$ cat config.mk
export PLATFORM = sky130hd
export DESIGN_NAME = cache_fill_fsm
export DESIGN_NICKNAME = d
export VERILOG_FILES = /design/src/rtl/cache_fill_fsm_pkg.sv /design/src/rtl/cache_fill_fsm_fill_counter.sv /design/src/rtl/cache_fill_fsm.sv
export SDC_FILE = /design/constraint.sdc
export NUM_CORES = 1
export LEC_CHECK = 0
export CELL_PAD_IN_SITES_DETAIL_PLACEMENT = 0
export CELL_PAD_IN_SITES_GLOBAL_PLACEMENT = 2
export CORE_ASPECT_RATIO = 0.75
export CORE_MARGIN = 3
export CORE_UTILIZATION = 21
export CTS_BUF_LIST = sky130_fd_sc_hd__clkbuf_8
export DETAILED_ROUTE_END_ITERATION = 7
export HOLD_SLACK_MARGIN = 0.12
export PLACE_DENSITY = 0.82
export SLEW_MARGIN = 15
export SYNTH_ARGS = -nofsm -noshare
export SYNTH_HDL_FRONTEND = slang
export SYNTH_SLANG_ARGS = --single-unit
$ cat constraint.sdc
create_clock -name clk -period 2.2 [get_ports clk]
set_clock_uncertainty 0.15 [all_clocks]
set_input_delay 0.33 -clock clk [delete_from_list [all_inputs] [get_ports clk]]
set_output_delay 0.33 -clock clk [all_outputs]
set_load 0.02 [all_outputs]
$ cat src/rtl/cache_fill_fsm_pkg.sv
// Shared constants and state encoding for the cache miss-fill controller.
// Block geometry, word stride and FSM states live here.
package cache_fill_fsm_pkg;

  localparam int MEM_ADDR_W  = 16;
  localparam int BLK_WORDS   = 8;
  localparam int BLK_CNT_W   = 3;
  localparam int BLK_OFF_W   = BLK_CNT_W + 1;
  localparam int WORD_STRIDE = 2;

  typedef enum logic [1:0] {
    IDLE       = 2'b00,
    WAIT_GRANT = 2'b01,
    FILL       = 2'b10
  } fill_state_t;

endpackage

$ cat src/rtl/cache_fill_fsm_fill_counter.sv
// Word counter for a block fill: sync clear, enable, and a
// saturation flag once the full block has been counted.
module fill_counter #(
  parameter int W   = 4,
  parameter int MAX = 8
) (
  input  logic         clk,
  input  logic         rst,
  input  logic         clr,
  input  logic         inc,
  output logic [W-1:0] cnt,
  output logic         sat
);

  assign sat = (cnt == W'(MAX));

  // Count up until the block is complete, then hold.
  always_ff @(posedge clk) begin
    if (rst || clr)
      cnt <= '0;
    else if (inc && !sat)
      cnt <= cnt + W'(1);
  end

endmodule

$ cat src/rtl/cache_fill_fsm.sv
// Miss-fill controller: arbitrates for memory, streams a block of
// word reads, writes returning words and finally the tag.
module cache_fill_fsm
  import cache_fill_fsm_pkg::*;
#(
  parameter int ADDR_W          = MEM_ADDR_W,
  parameter int WORDS_PER_BLOCK = BLK_WORDS,
  parameter int CNT_W           = BLK_CNT_W
) (
  input  logic              clk,
  input  logic              rst,
  input  logic              miss_detected,
  input  logic [ADDR_W-1:0] miss_address,
  input  logic              mem_grant,
  output logic              mem_req,
  output logic              mem_enable,
  output logic [ADDR_W-1:0] memory_address,
  input  logic              memory_data_valid,
  input  logic [15:0]       memory_data,
  output logic              fsm_busy,
  output logic              write_data_array,
  output logic [ADDR_W-1:0] cache_word_addr,
  output logic [15:0]       cache_data,
  output logic              write_tag_array,
  output logic              fill_done
);

  localparam int OFF_W = CNT_W + 1;

  fill_state_t       state;
  logic [ADDR_W-1:0] base;
  logic [CNT_W:0]    issue_cnt;
  logic [CNT_W:0]    recv_cnt;
  logic              issue_sat;
  logic              recv_sat;
  logic              grant_hit;
  logic              in_fill;
  logic              last;
  logic [ADDR_W-1:0] issue_addr;
  logic [ADDR_W-1:0] recv_addr;

  assign grant_hit = (state == WAIT_GRANT) && mem_grant;
  assign in_fill   = (state == FILL) && !rst;

  fill_counter #(
    .W   (CNT_W + 1),
    .MAX (WORDS_PER_BLOCK)
  ) u_issue_cnt (
    .clk (clk),
    .rst (rst),
    .clr (grant_hit),
    .inc (mem_enable),
    .cnt (issue_cnt),
    .sat (issue_sat)
  );

  fill_counter #(
    .W   (CNT_W + 1),
    .MAX (WORDS_PER_BLOCK)
  ) u_recv_cnt (
    .clk (clk),
    .rst (rst),
    .clr (grant_hit),
    .inc (write_data_array),
    .cnt (recv_cnt),
    .sat (recv_sat)
  );

  assign issue_addr = base
    + ADDR_W'(WORD_STRIDE) * ADDR_W'(issue_cnt);
  assign recv_addr  = base
    + ADDR_W'(WORD_STRIDE) * ADDR_W'(recv_cnt);

  assign mem_req          = (state != IDLE) && !rst;
  assign fsm_busy         = mem_req;
  assign mem_enable       = in_fill && !issue_sat;
  assign memory_address   = mem_enable ? issue_addr : '0;
  assign write_data_array = in_fill && memory_data_valid && !recv_sat;
  assign cache_word_addr  = write_data_array ? recv_addr : '0;
  assign cache_data       = memory_data;
  assign last             = write_data_array
    && (recv_cnt == (CNT_W + 1)'(WORDS_PER_BLOCK - 1));
  assign write_tag_array  = last;
  assign fill_done        = last;

  // State and block base; the fill ends on the last returned word.
  always_ff @(posedge clk) begin
    if (rst) begin
      state <= IDLE;
      base  <= '0;
    end else begin
      unique case (state)
        IDLE: begin
          if (miss_detected) begin
            base  <= {miss_address[ADDR_W-1:OFF_W], {OFF_W{1'b0}}};
            state <= WAIT_GRANT;
          end
        end
        WAIT_GRANT: begin
          if (mem_grant)
            state <= FILL;
        end
        FILL: begin
          if (last)
            state <= IDLE;
        end
        default: state <= IDLE;
      endcase
    end
  end

endmodule
---- Yosys cells after proc, flatten, opt, wreduce, memory -nomap -nowiden ----
Index checks and enable logic that the tools add are counted.
storage, ports and cells
  bits in registers ....................... 22
  input port bits ......................... 37
  word-level logic and storage cells ...... 39
cells by class
  add/subtract/negate cells ............... 4
  eq/ne operators ......................... 8
  mux-type cells .......................... 6
  reduce and logical (&&, ||, !) cells .... 17
operators with widths
  kind                   count
  $add A16 B5 Y16        2
  $mux W16               2
  $logic_and A1 B1 Y1    9
  $add A4 B1 Y4 const B  2
  $eq A4 B4 Y1 const B   2
  $mux W2                3
  $ne A2 B2 Y1 const B   3
  $pmux W2 S3            1
  $eq A4 B3 Y1 const B   1
  $logic_not A1 Y1       3
  $reduce_and A3 Y1      1
  $eq A2 B1 Y1 const B   1
  $eq A2 B2 Y1 const B   1
  $logic_not A2 Y1       1
  $reduce_and A2 Y1      1
  $reduce_bool A2 Y1     1
  $logic_or A1 B1 Y1     1

---- Logic depth before layout (Yosys ltp) ----
  depth in word-level cells ............... 7
  gate-level depth with buffers ........... 6
  gate-level depth less buffers ........... 5

---- Modules after synthesis ----
Synthesis repeated with hierarchy kept, for this count alone.
unflattened totals
  cell total of the unflattened synthesis .. 216
  area total of the unflattened synthesis .. 1742.9 sq um
by module, submodules not included
  module          instances  cells each  area each (sq um)  sequential area each (sq um)
  cache_fill_fsm  1          166         1295.0             280.3
  fill_counter    2          25          224.0              80.1

---- Worst setup path before layout ----
No wires, ideal clock.
  path type ............................... register to output
  start ................................... register u_recv_cnt.cnt[3]
  end ..................................... output cache_word_addr[14]
  arrival ................................. 1642 ps
  data required time ...................... 1720 ps
  path slack .............................. 78 ps
  stages on the path, launching flop included .. 6
  path buffers ............................ 0
  path through ............................ dfxtp_1 -> ha_1 -> ha_1 -> nand2_1 -> or4_1 -> a21oi_1
on the way
  cells in the longest elaborated chain, start to end .. 4
  elaborated cells on any way between the ends .. 5
  those cells by class .................... add/sub: 1; eq/ne: 1; mux: 1; reduce/logical: 2
ends and longest elaborated chain
  element                                                  RTL line                           source
  start: declaration                                       cache_fill_fsm_fill_counter.sv:11  output logic [W-1:0] cnt,
  start signal: assignment                                 cache_fill_fsm_fill_counter.sv:22  cnt <= cnt + W'(1);
  branches (longest 3 deep; another with $add A16 B5 Y16)  n/a
  $mux W16 (*)                                             cache_fill_fsm.sv:79               assign cache_word_addr = write_data_array ? recv_addr : '0;
  end: declaration                                         cache_fill_fsm.sv:22               output logic [ADDR_W-1:0] cache_word_addr,
Every way passes the cells marked *.

---- Worst setup path in the final report ----
  start ................................... register base[4]
  end ..................................... output cache_word_addr[14]
on the way
  cells in the longest elaborated chain, start to end .. 2
ends and longest elaborated chain
  element                   RTL line              source
  start: declaration        cache_fill_fsm.sv:31  logic [ADDR_W-1:0] base;
  start signal: assignment  cache_fill_fsm.sv:95  base <= {miss_address[ADDR_W-1:OFF_W], {OFF_W{1'b0}}};
  $add A16 B5 Y16           cache_fill_fsm.sv:72  + ADDR_W'(WORD_STRIDE) * ADDR_W'(recv_cnt);
  $mux W16                  cache_fill_fsm.sv:79
Every way passes these cells.

==> out/metrics.csv <==
metric,value,unit
status,"finished, final reports clean",
fp.dieW,111,um
globalplace.congestion,0.797,
grt_overflow_total,0,
slew_viol_final,0,
leakage,1.18,nW
drive_above_1_share,50.3,%
h-tree-depth,1,
core,7630,sq um
numPlacedInstances,399,
fin_crit_sh,99.9,%
grt_pass1_vias,1819,
synth_xor_area_share,3.05,%
max_freq,455,MHz
rsz0062_at_grt,true,
final_nets,354,
ys_top_cells_by_area,"dfxtp_1 (26%), buf_4 (9.6%), mux2i_1 (8.7%)",
final_common_cell,buf_4,
ir_drop,213,uV
yosysUniqueCellTypes,36,
synth_area,1720,sq um
grt_antenna_before_repair,0,
synth_top_area_share,25.6,%
num_rows,27,
io_pins,91,
port_buffers,52,
clkLatencyLatePin,0.26,ns
min_from,u_issue_cnt.cnt[2],
cts_tree,done,
dpl.hpwl,4.27,mm
grt_pass1_wl,8.97,mm
drt_iter0_drc,52,
cp-start-kind,flip-flop,
vias,1865,
synth_mux_area_share,8.73,%
wire_per_inst,13.6,um
synth_edf_count,0,
layout_common_cells,"buf_4 (78), nor2_1 (21), mux2i_1 (15), clkdlybuf4s50_1 (15)",
dieArea,9330,sq um
min_path_type,flip-flop to flip-flop,
synth_fa_ha_area_share,5.82,%
hold_depth,2,
worstReg2RegEnd,u_issue_cnt.cnt[2],
synth_compound_area_share,13.2,%
ff2ff_setup_slack,0.55,ns
critical_path.max_fanout,4,
area_growth,67.0,%
min_to,u_issue_cnt.cnt[2],
finalCriticalPeriod,2.20,ns
endpoint_kind,output pin,
yosysTopAreaCell,dfxtp_1,
reg2reg_from,state[0],
cts.sinks,22,
cts_root_buf,clkbuf_8,
drtAntennaViolNets,0,
yosys.area_share.simple,28.1,%
required,1.72,ns
reg2regPathDepth,4,
track_usage,11.5,%
finalSetupViolations,0,
clk_pin_slew,0.08,ns
finalHoldViolations,0,
ys_seq_area_share,25.6,%
cts-hold-fix-buffers,0,
drc,0,
synth_top_family_by_area,simple AND/OR/NAND/NOR gates,
synth-async-reset-ratio,0,%
fp.dieH,84.4,um
crit_arrival,1.72,ns
final_util,37.6,%
yosysWarningCount,0,
clk_path_buf_depth,2,
synth_ff_type,dfxtp_1,
routed_wl,5.57,mm
via_per_inst,4.56,
fin_cells,409,
maxCapViolCount,0,
grt_max_degree,21,
syn_area_per_cell,7.78,sq um
antenna_cells,0,
worstSetupPathType,flip-flop to output pin,
p_per_area,363,nW/um^2
initial_utilization,22.5,%
synth.ff_latch_count,22,
drt_pass1_iterations,4,
netlist_instances,221,
cts_buffers,3,
[metal layers]
metal	vias to the layer above	track usage, %	wire length [um]
met5	-	0	0
met1	880	15.6	2720
li1	931	-	-
met3	4	3.03	272
met4	0	2.24	58
met2	50	18.7	2520
[cell type report]
type	instances	area (sq um)
multi-input combinational	155	1250
timing repair buffer	116	921
fill	813	4760
inverter	11	41.3
sequential	22	458
clock inverter	1	30.0
tap	101	126
clock buffer	3	41.3
[worst max-delay path by stage]
stage                      startpoint                  end  slack (ns)  cells after the start
finish                        base[4]  cache_word_addr[14]       0.003                      6
global placement    memory_data_valid   cache_word_addr[7]       -0.61                      6
CTS                           base[4]  cache_word_addr[14]      -0.003                      6
floorplan           u_recv_cnt.cnt[3]  cache_word_addr[14]        0.08                      5
global route                  base[9]   memory_address[15]       -0.07                      5
detailed placement  memory_data_valid   cache_word_addr[7]       -0.63                      6
[synth_stat cells (7+ instances only)]
cell / count
o21ai_0: 12
dfxtp_1: 22
or3_1: 7
nand3_1: 9
buf_4: 22
or4_1: 8
ha_1: 8
a21oi_1: 20
o31ai_1: 7
buf_2: 7
nor2_1: 24
inv_1: 11
mux2i_1: 15
[power breakdown]
part	total, mW	internal, mW	switching (mW)
registers	0.442	0.418	0.0237
logic	0.218	0.114	0.104
clock network	0.384	0.243	0.141
[through the flow]
step / TNS [ns] / setup WS (ns) / hold WS (ns) / total power, mW / cell area, sq um
after floorplan: 0 / 0.0780 / 0.311 / 0.590 / 1720
after CTS: -0.00578 / -0.00344 / 0.391 / 1.05 / 2730
after detailed placement: -16.69 / -0.631 / 0.372 / 0.647 / 2590
final: 0 / 0.00299 / 0.392 / 1.04 / 2870
after global routing: -0.520 / -0.0724 / 0.442 / 1.09 / 2870
after global placement: -16.49 / -0.611 / 0.374 / 0.645 / 2590
[cell families (layout without fill, tap and decap cells)]
logic type,count (synthesis),in the layout
and+or+nand+nor,83,83
buffers and inverters,45,131
AOI/OAI and AO/OA,41,41
DFF,22,22
muxes,15,15
adders and majority gates,8,8
xor gates and xnor gates,6,6
other,1,2
[sequential cells by signal, indices dropped and copies added, names as in the netlist]
name             count
base                12
state                2
u_issue_cnt.cnt      4
u_recv_cnt.cnt       4
[repair_timing]
| action | 4_1_cts | 5_1_grt |
|---|---|---|
| endpoints found under the hold margin | 0 | 0 |
| pin swaps | 15 | 9 |
| gates resized for setup | 190 | 39 |
| endpoints found under the setup margin | 36 | 34 |
| setup buffers | 5 | 2 |
[worst max-delay path, cell delays in order (launching register included)]
cell and delay, ns:
dfxtp_4 0.38, ha_4 0.16, ha_4 0.15, nand2_2 0.06, or4_4 0.42, a21oi_2 0.15, buf_6 0.13
Power figures use the tool's default switching activity.
